### src/rtl/alu_seq.sv
// alu_seq: WIDTH-bit sequential ALU with a START/BUSY/DONE handshake.
// Single-cycle ops (AND/OR/ADD/XOR/SUB/SLT, and SHL by 0) finish on the
// accepting edge. SHL by k>0 shifts one bit per cycle, and MUL runs one
// shift-add step per cycle. All outputs are registered.
//
// Ports:
//   CLK        rising-edge clock
//   RESET      asynchronous, active-high reset
//   START      request; accepted on a rising edge where BUSY=0
//   OPCODE     operation select, sampled at accept
//   A, B       operands, sampled at accept (SHL amount = B[SHW-1:0])
//   BUSY       high while a multi-cycle operation is in progress
//   DONE       one-cycle pulse when RESULT/flags are updated
//   RESULT     result (low half of the product for MUL)
//   RESULT_HI  high half of the product for MUL, 0 otherwise
//   ZERO       result (MUL: full product) equals zero
//   COUT       carry out for ADD/SUB (SUB: 1 = no borrow)
//   OVERFLOW   signed overflow for ADD/SUB
module alu_seq #(
  parameter int WIDTH = 24,
  parameter int SHW   = $clog2(WIDTH)
) (
  input  logic             CLK,
  input  logic             RESET,
  input  logic             START,
  input  logic [2:0]       OPCODE,
  input  logic [WIDTH-1:0] A,
  input  logic [WIDTH-1:0] B,
  output logic             BUSY,
  output logic             DONE,
  output logic [WIDTH-1:0] RESULT,
  output logic [WIDTH-1:0] RESULT_HI,
  output logic             ZERO,
  output logic             COUT,
  output logic             OVERFLOW
);

  localparam int MSB = WIDTH - 1;
  localparam int CW  = $clog2(WIDTH + 1);

  typedef enum logic [2:0] {
    OP_AND = 3'b000,
    OP_OR  = 3'b001,
    OP_ADD = 3'b010,
    OP_XOR = 3'b011,
    OP_SUB = 3'b100,
    OP_SLT = 3'b101,
    OP_SHL = 3'b110,
    OP_MUL = 3'b111
  } op_t;

  typedef enum logic {
    S_IDLE,
    S_RUN
  } state_t;

  state_t           state_q;
  logic             busy_q;
  logic             done_q;
  logic [WIDTH-1:0] result_q;
  logic [WIDTH-1:0] result_hi_q;
  logic             zero_q;
  logic             cout_q;
  logic             ovf_q;
  logic             mul_q;
  logic [CW-1:0]    cnt_q;
  logic [WIDTH-1:0] a_q;    // SHL working register / MUL multiplicand
  logic [WIDTH-1:0] b_q;    // MUL multiplier, becomes product low half
  logic [WIDTH-1:0] acc_q;  // MUL product high half

  op_t              op;
  logic [WIDTH:0]   add_sum;
  logic [WIDTH:0]   sub_sum;
  logic             add_ovf;
  logic             sub_ovf;
  logic [SHW-1:0]   shamt;
  logic [CW-1:0]    sh_cnt;
  logic [WIDTH-1:0] sc_res;
  logic             sc_cout;
  logic             sc_ovf;
  logic             is_multi;

  logic [WIDTH:0]   mul_sum;
  logic [WIDTH-1:0] a_d;
  logic [WIDTH-1:0] b_d;
  logic [WIDTH-1:0] acc_d;

  assign op = op_t'(OPCODE);

  // Single-cycle datapath on the live inputs; only used on an accepting edge.
  always_comb begin
    add_sum  = {1'b0, A} + {1'b0, B};
    sub_sum  = {1'b0, A} + {1'b0, ~B} + {{WIDTH{1'b0}}, 1'b1};
    add_ovf  = (A[MSB] == B[MSB]) & (add_sum[MSB] != A[MSB]);
    sub_ovf  = (A[MSB] != B[MSB]) & (sub_sum[MSB] != A[MSB]);
    shamt    = B[SHW-1:0];
    // Amounts at or beyond WIDTH saturate so the result shifts out to zero.
    sh_cnt   = (int'(shamt) >= WIDTH) ? CW'(WIDTH) : CW'(shamt);
    sc_res   = '0;
    sc_cout  = 1'b0;
    sc_ovf   = 1'b0;
    case (op)
      OP_AND: sc_res = A & B;
      OP_OR:  sc_res = A | B;
      OP_ADD: begin
        sc_res  = add_sum[WIDTH-1:0];
        sc_cout = add_sum[WIDTH];
        sc_ovf  = add_ovf;
      end
      OP_XOR: sc_res = A ^ B;
      OP_SUB: begin
        sc_res  = sub_sum[WIDTH-1:0];
        sc_cout = sub_sum[WIDTH];
        sc_ovf  = sub_ovf;
      end
      OP_SLT: sc_res = {{(WIDTH-1){1'b0}}, sub_sum[MSB] ^ sub_ovf};
      OP_SHL: sc_res = A;  // reaches the outputs only when the amount is 0
      default: sc_res = '0;
    endcase
    is_multi = (op == OP_MUL) | ((op == OP_SHL) & (shamt != '0));
  end

  // One iteration of the multi-cycle ops.
  always_comb begin
    mul_sum = {1'b0, acc_q} + (b_q[0] ? {1'b0, a_q} : '0);
    acc_d   = mul_sum[WIDTH:1];
    b_d     = {mul_sum[0], b_q[WIDTH-1:1]};
    a_d     = {a_q[WIDTH-2:0], 1'b0};
  end

  always_ff @(posedge CLK or posedge RESET) begin
    if (RESET) begin
      state_q     <= S_IDLE;
      busy_q      <= 1'b0;
      done_q      <= 1'b0;
      result_q    <= '0;
      result_hi_q <= '0;
      zero_q      <= 1'b0;
      cout_q      <= 1'b0;
      ovf_q       <= 1'b0;
      mul_q       <= 1'b0;
      cnt_q       <= '0;
      a_q         <= '0;
      b_q         <= '0;
      acc_q       <= '0;
    end else begin
      case (state_q)
        S_IDLE: begin
          done_q <= 1'b0;
          if (START) begin
            if (is_multi) begin
              state_q <= S_RUN;
              busy_q  <= 1'b1;
              mul_q   <= (op == OP_MUL);
              a_q     <= A;
              b_q     <= B;
              acc_q   <= '0;
              cnt_q   <= (op == OP_MUL) ? CW'(WIDTH) : sh_cnt;
            end else begin
              done_q      <= 1'b1;
              result_q    <= sc_res;
              result_hi_q <= '0;
              zero_q      <= (sc_res == '0);
              cout_q      <= sc_cout;
              ovf_q       <= sc_ovf;
            end
          end
        end
        S_RUN: begin
          cnt_q <= cnt_q - CW'(1);
          if (mul_q) begin
            b_q   <= b_d;
            acc_q <= acc_d;
          end else begin
            a_q <= a_d;
          end
          // The last step's value goes straight to the outputs, so DONE
          // lands on the same edge as the final iteration.
          if (cnt_q == CW'(1)) begin
            state_q <= S_IDLE;
            busy_q  <= 1'b0;
            done_q  <= 1'b1;
            cout_q  <= 1'b0;
            ovf_q   <= 1'b0;
            if (mul_q) begin
              result_q    <= b_d;
              result_hi_q <= acc_d;
              zero_q      <= ({acc_d, b_d} == '0);
            end else begin
              result_q    <= a_d;
              result_hi_q <= '0;
              zero_q      <= (a_d == '0);
            end
          end
        end
      endcase
    end
  end

  assign BUSY      = busy_q;
  assign DONE      = done_q;
  assign RESULT    = result_q;
  assign RESULT_HI = result_hi_q;
  assign ZERO      = zero_q;
  assign COUT      = cout_q;
  assign OVERFLOW  = ovf_q;

endmodule

### config.mk
export PLATFORM = sky130hd
export DESIGN_NAME = alu_seq
export DESIGN_NICKNAME = d
export VERILOG_FILES = /design/src/rtl/alu_seq.sv
export SDC_FILE = /design/constraint.sdc
export NUM_CORES = 1
export LEC_CHECK = 0
export ABC_AREA = 0
export ABC_CLOCK_PERIOD_IN_PS = 5600
export BUFFER_PORTS_ARGS = -buffer_cell sky130_fd_sc_hd__buf_2
export CAP_MARGIN = 20
export CELL_PAD_IN_SITES_DETAIL_PLACEMENT = 1
export CELL_PAD_IN_SITES_GLOBAL_PLACEMENT = 2
export CORE_ASPECT_RATIO = 1.25
export CORE_MARGIN = 2
export CORE_UTILIZATION = 30
export CTS_BUF_LIST = sky130_fd_sc_hd__clkbuf_4 sky130_fd_sc_hd__clkbuf_8
export DETAILED_ROUTE_END_ITERATION = 10
export GPL_ROUTABILITY_DRIVEN = 0
export HOLD_SLACK_MARGIN = 0.1
export PLACE_DENSITY_LB_ADDON = 0.1
export SLEW_MARGIN = 20
export SYNTH_ARGS = -nofsm -noshare
export SYNTH_HDL_FRONTEND = slang
export SYNTH_SLANG_ARGS = --single-unit
### constraint.sdc
create_clock -name CLK -period 5.6 [get_ports CLK]
set_input_delay 1.12 -clock CLK [delete_from_list [all_inputs] [get_ports CLK]]
set_output_delay 1.12 -clock CLK [all_outputs]
set_load 0.005 [all_outputs]
==> run_results.csv, run 1 <==
group,metric,value,unit
floorplan,die_width,183,um
placed_design,dp_hpwl,37900,um
placed_design,port_buffers,106,
synth,syn_avg_cell_area,7.89,sq um
cells_and_area,multi_input_area,7970,sq um
drt,dr.pass1.iters,5,
synth,synth_compound_area_frac,0.241,
timing,min_period,5.33,ns
drt,vias_per_cell,5.40,
drt,final_antenna_net_count,0,
synth,netlist_area,12000,sq um
drt,vias,11700,
floorplan,core-area,39200,sq um
synth,synth_simple_gate_area_frac,0.219,
timing,slew_headroom,0.349,
floorplan,num_rows,81,
global_route,grt_pass1_vias,12300,
status,status,"finished clean",
floorplan,die_h,227,um
synth,synth_fp_nets,1672,
floorplan,die_area,41500,sq um
synth,synth_top_family_by_area,"compound AO/OA/AOI/OAI gates",
cells_and_area,regArea,3310,sq um
clocking,cts_tree,"done",
cells_and_area,syn_to_final_growth,16.8,%
setup_path,r2r_slack,0.95,ns
synth,ys_types,84,
timing,tightest_slew,0.968,ns
synth,ys_seq_area_frac,0.276,
hold_path,min-delay-start,"RESULT_HI[13]",
hold_path,hold_depth,2,
floorplan,ios,107,
setup_path,cpPeakStageDelay,0.48,ns
clocking,postCtsHoldBufs,0,
floorplan,initial_core_util,0.305,
global_route,grt_usage,0.235,
setup_path,crit_type,"in -> reg",
setup_path,worst_setup_path_start_kind,"primary input",
synth,synth-xor-area-share,0.0146,
timing,report.final.slew_viol_count,0,
placed_design,place_area,13600,sq um
cells_and_area,finalNonFillerCells,2165,
setup_path,crit_chain,"buf_2 -> inv_1 -> ha_1 -> or2_2 -> a211o_1 -> a211oi_1 -> buf_4 -> o21ai_0 -> o21ai_2 -> a21oi_1 -> nor2_1 -> nor2_1 -> o21bai_1 -> fa_1 -> mux2i_1 -> mux4_2 -> nor2_1 -> nand3_1 -> or4_1 -> nor4_1 -> nand4_1 -> nor4_2 -> a21oi_1 -> o41ai_2",
setup_path,cp_data_arrival_time,5.72,ns
synth,yosys_warnings,0,
synth,synthAdderAreaFrac,0.110,
cells_and_area,layout_commonest_cell,"nand2_1",
setup_path,rr_worst_depth,14,
cells_and_area,nNetsFinal,1810,
drt,postRouteWirelength,47500,um
setup_path,crit_path_frequent_cell,"nor2_1",
setup_path,cp_slowest_cell,"mux4_2",
synth,synth_ff_type,"dfrtp_1",
timing,fin_crit_sh,0.951,
cells_and_area,final_cell_mix,"nand2_1 (212), o21ai_0 (146), dfrtp_1 (131)",
global_route,grt_pass1_wl,74100,um
synth,syn_inst,1515,
global_route,antenna_found_initial,1,
drt,drcViolationCount,0,
synth,yosys-top-cells-area,"dfrtp_1 (28%), ha_1 (10%), mux2i_1 (6.9%)",
synth,synth.ff_latch_count,132,
timing,fmax,188,MHz
drt,drt-initial-drc-count,792,
cells_and_area,n_fill_cell,4771,
power,ir_worst_vdd,201,uV
global_route,overflow,0,
flow_run,maxCapViolCount,0,
setup_path,r2r_end,"ZERO",
timing,setup_viol,0,
drt,route.detailed.wl_per_inst,21.9,um
setup_path,path_max_fanout,3,
synth,synth-edff-count,0,
setup_path,critPathRequiredTime,6.00,ns
timing,rsz0062_at_grt,"no",
clocking,numCtsBuffers,17,
synth,synth_top_area_cell,"dfrtp_1",
global_route,grt_max_degree,91,
clocking,numClockSinks,132,
cells_and_area,design_area,14000,sq um
placed_design,dp_cells,2132,
setup_path,worstSetupEndpointType,"flip-flop",
hold_path,hold_end,"RESULT_HI[13]",
power,power.density,345,nW/um^2
power,leakage,6.88,nW
clocking,clock_latency,0.50,ns
timing,hold_ws,0.464,ns
synth,postSynth.asyncResetShare,1.00,
setup_path,r2r_start,"b_q[0]",
clocking,cts_root_buffer,"clkbuf_8",
synth,synth_mux_area_frac,0.0789,
hold_path,min-delay-path-class,"reg -> reg",
synth,synth_top_area_frac,0.276,
clocking,htree_levels,4,
cells_and_area,drive_gt1_frac,0.170,
timing,skew,0.0175,ns
clocking,clock_path_buffers,2,
clocking,cts.clk_slew.worst_paths,0.08,ns
timing,hold_viol,0,
-- area by class of cell --
cell class                 instances  share of cell area
multi-input combinational       1196               0.570
sequential                       132               0.237
timing repair buffer             211              0.0944
tap                              498              0.0446
inverter                          95              0.0259
clock buffer                      23              0.0222
clock inverter                     9             0.00546
antenna                            1            0.000179
-- metrics by stage --
step                TNS [ns]  power (mW)  utilization  worst slack [ns]
finish                     0        4.82        0.356             0.273
global route               0        5.23        0.356          0.000598
CTS                        0        4.89        0.356           0.00376
detailed placement    -0.524        4.05        0.346            -0.524
global placement      -0.490        4.00        0.346            -0.490
floorplan                  0        3.13            -             0.294
-- power by group --
part | internal [mW] | total [mW] | switching, mW | leakage [nW]
Combinational | 0.920 | 2.29 | 1.38 | 4.95
Clock | 0.410 | 0.818 | 0.408 | 0.205
Sequential | 1.31 | 1.71 | 0.393 | 1.72
-- flip-flops by register name, indices dropped and copies added, names as in the netlist --
signal     count
OVERFLOW       1
state_q        1
acc_q         24
BUSY           1
COUT           1
mul_q          1
ZERO           1
RESULT_HI     24
RESULT        24
b_q           24
DONE           1
a_q           24
cnt_q          5
-- Yosys cell counts (10+ instances only) --
cell type and number:
nand2_1 212, o31ai_1 13, nor3_1 37, o21ai_0 147
nand2b_1 31, ha_1 99, a21o_1 25, and3_1 14
nor2b_1 20, and2_1 32, dfrtp_1 132, inv_1 95
a21oi_1 82, a211oi_1 28, nor2_1 84, nand3_1 32
clkbuf_1 77, nand4_1 12, o211ai_1 22, nor4_1 22
xor2_1 11, buf_2 10, mux2i_1 83
-- per-layer routing --
layer	share of wire	up-vias	GRT usage
li1	-	5698	-
met4	0.022	0	0.0682
met2	0.51	180	0.427
met1	0.45	5756	0.292
met3	0.024	48	0.0267
met5	0	-	0
-- logic make-up after synthesis --
| kind of cell | after synthesis |
|---|---|
| xor+xnor | 20 |
| flops | 132 |
| fa+ha+maj | 103 |
| compound gates | 441 |
| mux | 92 |
| buf+inv | 187 |
| simple gates | 540 |
-- how the worst max path moves through the flow --
stage,start,endpoint,slack [ns],cells after the start
5_1_grt,A[1],ZERO,0.0006,24
4_1_cts,A[1],ZERO,0.004,24
3_3_place_gp,A[8],ZERO,-0.49,24
2_1_floorplan,B[1],ZERO,0.29,22
3_5_place_dp,A[1],ZERO,-0.52,24
6_report,A[1],ZERO,0.27,24
-- worst max-delay path, delay by kind of cell --
family	cells	cell delay, ns
buf+inv	3	0.29
mux	2	0.54
fa+ha+maj	2	0.50
compound gates	8	1.45
simple gates	9	1.78
-- timing repair --
| item | in CTS | in global routing |
|---|---|---|
| setup endpoints to repair | 0 | 1 |
| hold endpoints to repair | 0 | 0 |
| resized for setup | 0 | 4 |
| setup buffers | 0 | 0 |
Note: power is estimated with default switching activity, not from simulation.
==> run 2, diff against run 1 <==
--- a/config.mk
+++ b/config.mk
@@ -19,6 +19,7 @@
 export GPL_ROUTABILITY_DRIVEN = 0
 export HOLD_SLACK_MARGIN = 0.1
 export PLACE_DENSITY_LB_ADDON = 0.1
+export RECOVER_POWER = 100
 export SLEW_MARGIN = 20
 export SYNTH_ARGS = -nofsm -noshare
 export SYNTH_HDL_FRONTEND = slang
==> run 2 against run 1 <==
The flow now finishes with violations (max-capacitance violations, max-slew violations); sequential share of layout area grew 0.12 points; non-clock buffer count is the same; maximum frequency is essentially flat; utilization shrank 0.18 points; power shrank 0.34%; first-iteration DRC count shrank 12%; clock skew is essentially flat; clock power is essentially flat; combinational power is essentially flat; worst hold slack gained 0.00061 ns; critical endpoint unchanged; largest cell class unchanged; highest routed layer unchanged.
==> run_results.csv, run 2 (synthesis gave the netlist of run 1 again) <==
group,metric,value,unit
drt,final_antenna_net_count,0,
timing,setup_ws,0.269,ns
global_route,grt_pass1_wl,74100,um
status,status,"finished, violations left",
setup_path,cpPeakStageDelay,0.48,ns
global_route,grt_max_degree,91,
setup_path,crit_buf_inv,3,
timing,fin_crit_sh,0.952,
setup_path,worstSetupEndpointType,"flip-flop",
setup_path,path_max_fanout,3,
setup_path,crit_chain,"buf_2 -> inv_1 -> ha_1 -> or2_2 -> a211o_1 -> a211oi_1 -> buf_4 -> o21ai_0 -> o21ai_2 -> a21oi_1 -> nor2_1 -> nor2_1 -> o21bai_1 -> fa_1 -> mux2i_1 -> mux4_2 -> nor2_1 -> nand3_1 -> or4_1 -> nor4_1 -> nand4_1 -> nor4_2 -> a21oi_1 -> o41ai_2",
setup_path,rr_worst_depth,14,
timing,slew_headroom,-1.36,
timing,rsz0062_at_grt,"no",
clocking,numClockSinks,132,
global_route,overflow,0,
cells_and_area,syn_to_final_growth,16.2,%
timing,final.setup.tns,0,ns
setup_path,crit_type,"in -> reg",
timing,hold_viol,0,
placed_design,dp_hpwl,37900,um
setup_path,crit_family,"simple AND/OR/NAND/NOR gates",
timing,report.final.slew_viol_count,248,
setup_path,r2r_start,"b_q[0]",
drt,drt-initial-drc-count,695,
timing,tightest_slew,3.54,ns
drt,postRouteWirelength,47600,um
setup_path,path_depth,24,
setup_path,crit_path_frequent_cell,"nor2_1",
setup_path,cp_data_arrival_time,5.73,ns
cells_and_area,finalNonFillerCells,2165,
drt,drcViolationCount,0,
cells_and_area,nNetsFinal,1810,
placed_design,dp_cells,2132,
clocking,postCtsHoldBufs,0,
hold_path,min-delay-start,"RESULT_HI[13]",
power,ir_worst_vdd,207,uV
placed_design,port_buffers,106,
status,failed_checks,"max-capacitance violations, max-slew violations",
clocking,cts_resized,0,
power,power.density,346,nW/um^2
drt,route.detailed.wl_per_inst,22.0,um
floorplan,ios,107,
global_route,grt_usage,0.235,
timing,fmax,188,MHz
setup_path,cp_slowest_cell,"mux4_2",
flow_run,maxCapViolCount,4,
cells_and_area,drive_gt1_frac,0.146,
timing,skew,0.0171,ns
drt,vias_per_cell,5.40,
power,fin_total_pwr,4.80,mW
floorplan,num_rows,81,
clocking,numCtsBuffers,17,
floorplan,die_area,41500,sq um
global_route,antenna_found_initial,1,
timing,setup_viol,0,
clocking,cts_tree,"done",
timing,min_period,5.33,ns
setup_path,critPathRequiredTime,6.00,ns
floorplan,die_h,227,um
floorplan,initial_core_util,0.305,
floorplan,core-area,39200,sq um
clocking,clock_path_buffers,2,
hold_path,min-delay-path-class,"reg -> reg",
cells_and_area,design_area,13900,sq um
clocking,cts_setup_buffers,0,
cells_and_area,postLayoutCoreUtil,0.354,
power,leakage,6.73,nW
cells_and_area,n_fill_cell,4772,
hold_path,hold_depth,2,
clocking,clock_latency,0.50,ns
clocking,htree_levels,4,
clocking,cts.clk_slew.worst_paths,0.08,ns
drt,dr.pass1.iters,4,
clocking,cts_root_buffer,"clkbuf_8",
placed_design,dpl_worst_slack,-0.524,ns
drt,vias,11700,
floorplan,die_width,183,um
global_route,grt_pass1_vias,12300,
setup_path,worst_setup_path_start_kind,"primary input",
placed_design,place_area,13600,sq um
cells_and_area,final_cell_mix,"nand2_1 (212), o21ai_0 (146), dfrtp_1 (131)",
cells_and_area,layout_commonest_cell,"nand2_1",
timing,hold_ws,0.464,ns
setup_path,crit_start,"A[1]",
## run 2: where the power goes
| part | switching [mW] | internal, mW |
|---|---|---|
| Combinational | 1.37 | 0.897 |
| Sequential | 0.399 | 1.32 |
| Clock | 0.408 | 0.410 |
## run 2: worst min-delay path: stages, from the launching register on
cell     delay [ns]
dfrtp_1        0.34
nand2_1        0.05
nand2_1        0.05
## run 2: final cells by class
class / instances / area [sq um] / share of cell area
Timing Repair Buffer: 211 / 1260 / 0.0908
Tap cell: 498 / 623 / 0.0448
Antenna cell: 1 / 2.50 / 0.000180
Clock buffer: 23 / 310 / 0.0223
Sequential cell: 132 / 3310 / 0.238
Inverter: 95 / 357 / 0.0257
Multi-Input combinational cell: 1196 / 7960 / 0.573
Clock inverter: 9 / 76.3 / 0.00549
## run 2: metal layers
metal	up-vias	global-route usage	routed length (um)
li1	5701	-	-
met1	5754	0.292	21300
met2	184	0.427	24100
met3	48	0.0267	1170
met5	-	0	0
met4	0	0.0682	1080
## run 2: path summary, 6_finish.rpt
path                                 end  slack [ns]
min reg2reg                RESULT_HI[13]        0.46
min in group asynchronous       acc_q[2]        1.93
max in group asynchronous  RESULT_HI[18]        1.10
max reg2reg                         ZERO        0.95
min                        RESULT_HI[13]        0.46
max                                 ZERO        0.27
==> run 3, diff against run 2 <==
--- a/config.mk
+++ b/config.mk
@@ -12,7 +12,7 @@
 export CELL_PAD_IN_SITES_DETAIL_PLACEMENT = 1
 export CELL_PAD_IN_SITES_GLOBAL_PLACEMENT = 2
 export CORE_ASPECT_RATIO = 1.25
-export CORE_MARGIN = 2
+export CORE_MARGIN = 3
 export CORE_UTILIZATION = 30
 export CTS_BUF_LIST = sky130_fd_sc_hd__clkbuf_4 sky130_fd_sc_hd__clkbuf_8
 export DETAILED_ROUTE_END_ITERATION = 10
@@ -20,7 +20,7 @@
 export HOLD_SLACK_MARGIN = 0.1
 export PLACE_DENSITY_LB_ADDON = 0.1
 export RECOVER_POWER = 100
-export SLEW_MARGIN = 20
+export SLEW_MARGIN = 10
 export SYNTH_ARGS = -nofsm -noshare
 export SYNTH_HDL_FRONTEND = slang
 export SYNTH_SLANG_ARGS = --single-unit
==> run 3 against run 2 <==
The flow still finishes with violations (max-capacitance violations, max-slew violations); via count is 0.25% higher; clock skew fell by 0.0054 ns; first-iteration DRC count is 9.2% lower; clock power is 17% higher; register-to-register slack better by 0.08 ns; non-clock buffer count fell by 2; cell count about the same; power rose by 3.0%; maximum frequency increased by 1.9%; sequential share of layout area shrank 0.14 points; critical endpoint unchanged; largest cell class unchanged.
==> run_results.csv, run 3 (synthesis gave the netlist of run 1 again) <==
group,metric,value,unit
setup_path,crit_family,"simple AND/OR/NAND/NOR gates",
clocking,cts.clk_slew.worst_paths,0.07,ns
global_route,grtUsageMet1,0.291,
setup_path,crit_type,"in -> reg",
clocking,numCtsBuffers,17,
clocking,numClockSinks,132,
setup_path,crit_buf_inv,3,
floorplan,die_area,42300,sq um
status,failed_checks,"max-capacitance violations, max-slew violations",
setup_path,cp_slowest_cell,"mux4_2",
cells_and_area,final_cell_mix,"nand2_1 (212), o21ai_0 (145), dfrtp_1 (131)",
cells_and_area,layout_commonest_cell,"nand2_1",
timing,tightest_slew,1.96,ns
drt,vias,11700,
placed_design,port_buffers,106,
global_route,antenna_found_initial,0,
floorplan,core-area,39200,sq um
timing,fin_crit_sh,0.935,
setup_path,worstSetupEndpointType,"flip-flop",
timing,final.setup.tns,0,ns
setup_path,cpPeakStageDelay,0.48,ns
clocking,postCtsHoldBufs,0,
timing,fmax,191,MHz
power,ir_worst_vdd,171,uV
global_route,grt_pass1_vias,12400,
floorplan,ios,107,
global_route,grt.busiest_layer,"met2",
floorplan,die_h,229,um
timing,slew_headroom,-0.311,
cells_and_area,drive_gt1_frac,0.153,
power,power.density,354,nW/um^2
clocking,htree_levels,4,
power,fin_total_pwr,4.95,mW
global_route,grt_pass1_wl,74100,um
placed_design,place_area,13500,sq um
setup_path,crit_path_frequent_cell,"nor2_1",
flow_run,maxCapViolCount,3,
cells_and_area,nNetsFinal,1808,
floorplan,initial_core_util,0.305,
timing,rsz0062_at_grt,"no",
drt,route.detailed.wl_per_inst,22.3,um
hold_path,min-delay-path-class,"reg -> reg",
setup_path,worst_setup_path_start_kind,"primary input",
timing,setup_viol,0,
timing,report.final.slew_viol_count,94,
drt,drt-initial-drc-count,631,
floorplan,num_rows,81,
global_route,met2_usage,0.402,
setup_path,crit_chain,"buf_2 -> inv_1 -> ha_1 -> or2_2 -> a211o_1 -> a211oi_2 -> buf_4 -> o21ai_1 -> o21ai_2 -> a21oi_1 -> nor2_1 -> nor2_1 -> o21bai_1 -> fa_1 -> mux2i_1 -> mux4_2 -> nor2_1 -> nand3_1 -> or4_1 -> nor4_1 -> nand4_1 -> nor4_2 -> a21oi_1 -> o41ai_2",
cells_and_area,design_area,14000,sq um
timing,hold_ws,0.462,ns
clocking,cts_root_buffer,"clkbuf_8",
timing,skew,0.0117,ns
setup_path,path_max_fanout,3,
clocking,clock_path_buffers,2,
placed_design,dp_hpwl,38400,um
timing,min_period,5.23,ns
timing,setup_ws,0.366,ns
placed_design,dp_cells,2130,
cells_and_area,syn_to_final_growth,16.9,%
cells_and_area,finalNonFillerCells,2163,
setup_path,r2r_slack,1.03,ns
global_route,met3_usage,0.0226,
cells_and_area,n_fill_cell,4764,
drt,drcViolationCount,0,
global_route,overflow,0,
timing,hold_viol,0,
drt,dr.pass1.iters,5,
status,status,"finished, violations left",
drt,final_antenna_net_count,0,
global_route,grt_max_degree,104,
setup_path,cp_data_arrival_time,5.60,ns
drt,postRouteWirelength,48200,um
global_route,grt_usage,0.228,
clocking,clock_latency,0.48,ns
power,leakage,6.78,nW
placed_design,dpl_worst_slack,-0.492,ns
floorplan,die_width,185,um
setup_path,critPathRequiredTime,5.97,ns
cells_and_area,postLayoutCoreUtil,0.356,
clocking,cts_tree,"done",
drt,vias_per_cell,5.42,
-- run 3: cell count changes in the layout (fill, tap and decap cells not counted), moves of 2 or more --
cell,previous run,this run
buf_2,73,85
clkbuf_4,1,4
clkinv_2,6,2
clkbuf_2,2,0
bufinv_16,1,4
buf_4,100,98
clkbuf_1,36,24
-- run 3: worst reg2reg max path, cell delays in order, from the launching register on --
cell     delay [ns]
dfrtp_1        0.74
and2_1         0.21
ha_1           0.21
inv_1          0.07
fa_1           0.42
xor2_1         0.44
nand4_1        0.21
nor3_2         0.28
and3_1         0.19
nand4_1        0.13
or4_1          0.48
nor4_2         0.18
nand4_1        0.17
or4_1          0.50
o41ai_2        0.24
-- run 3: path summary, 6_finish.rpt --
| path | from | endpoint | cells past startpoint |
|---|---|---|---|
| worst max-delay path | A[1] | ZERO | 24 |
| worst min-delay path | RESULT_HI[15] | RESULT_HI[15] | 2 |
| worst max register to register | b_q[0] | ZERO | 14 |
| worst min register to register | RESULT_HI[15] | RESULT_HI[15] | 2 |
| max in group asynchronous | RESET | acc_q[20] | 3 |
| min in group asynchronous | RESET | acc_q[2] | 2 |
-- run 3: layout make-up --
| type | instances | area [sq um] | share of cell area |
|---|---|---|---|
| multi-input combinational | 1196 | 7960 | 0.569 |
| clock buffer | 24 | 318 | 0.0227 |
| antenna | 1 | 2.50 | 0.000179 |
| clock inverter | 8 | 145 | 0.0104 |
| tap | 498 | 623 | 0.0446 |
| timing repair buffer | 209 | 1270 | 0.0906 |
| inverter | 95 | 362 | 0.0259 |
| sequential | 132 | 3310 | 0.237 |
-- run 3: metal layers --
metal	vias up	part of all wire
li1	5691	-
met1	5775	0.45
met2	192	0.50
met3	58	0.025
met4	0	0.027
met5	-	0
-- run 3: where the power goes --
group	internal (mW)	switching (mW)	leakage, nW	total, mW
clock	0.553	0.403	0.232	0.956
combinational	0.903	1.37	4.83	2.27
sequential	1.31	0.409	1.72	1.72
-- run 3: timing repair --
item,CTS,global route
buffers inserted,0,0
setup endpoints to repair,0,1
gates resized for setup,0,7
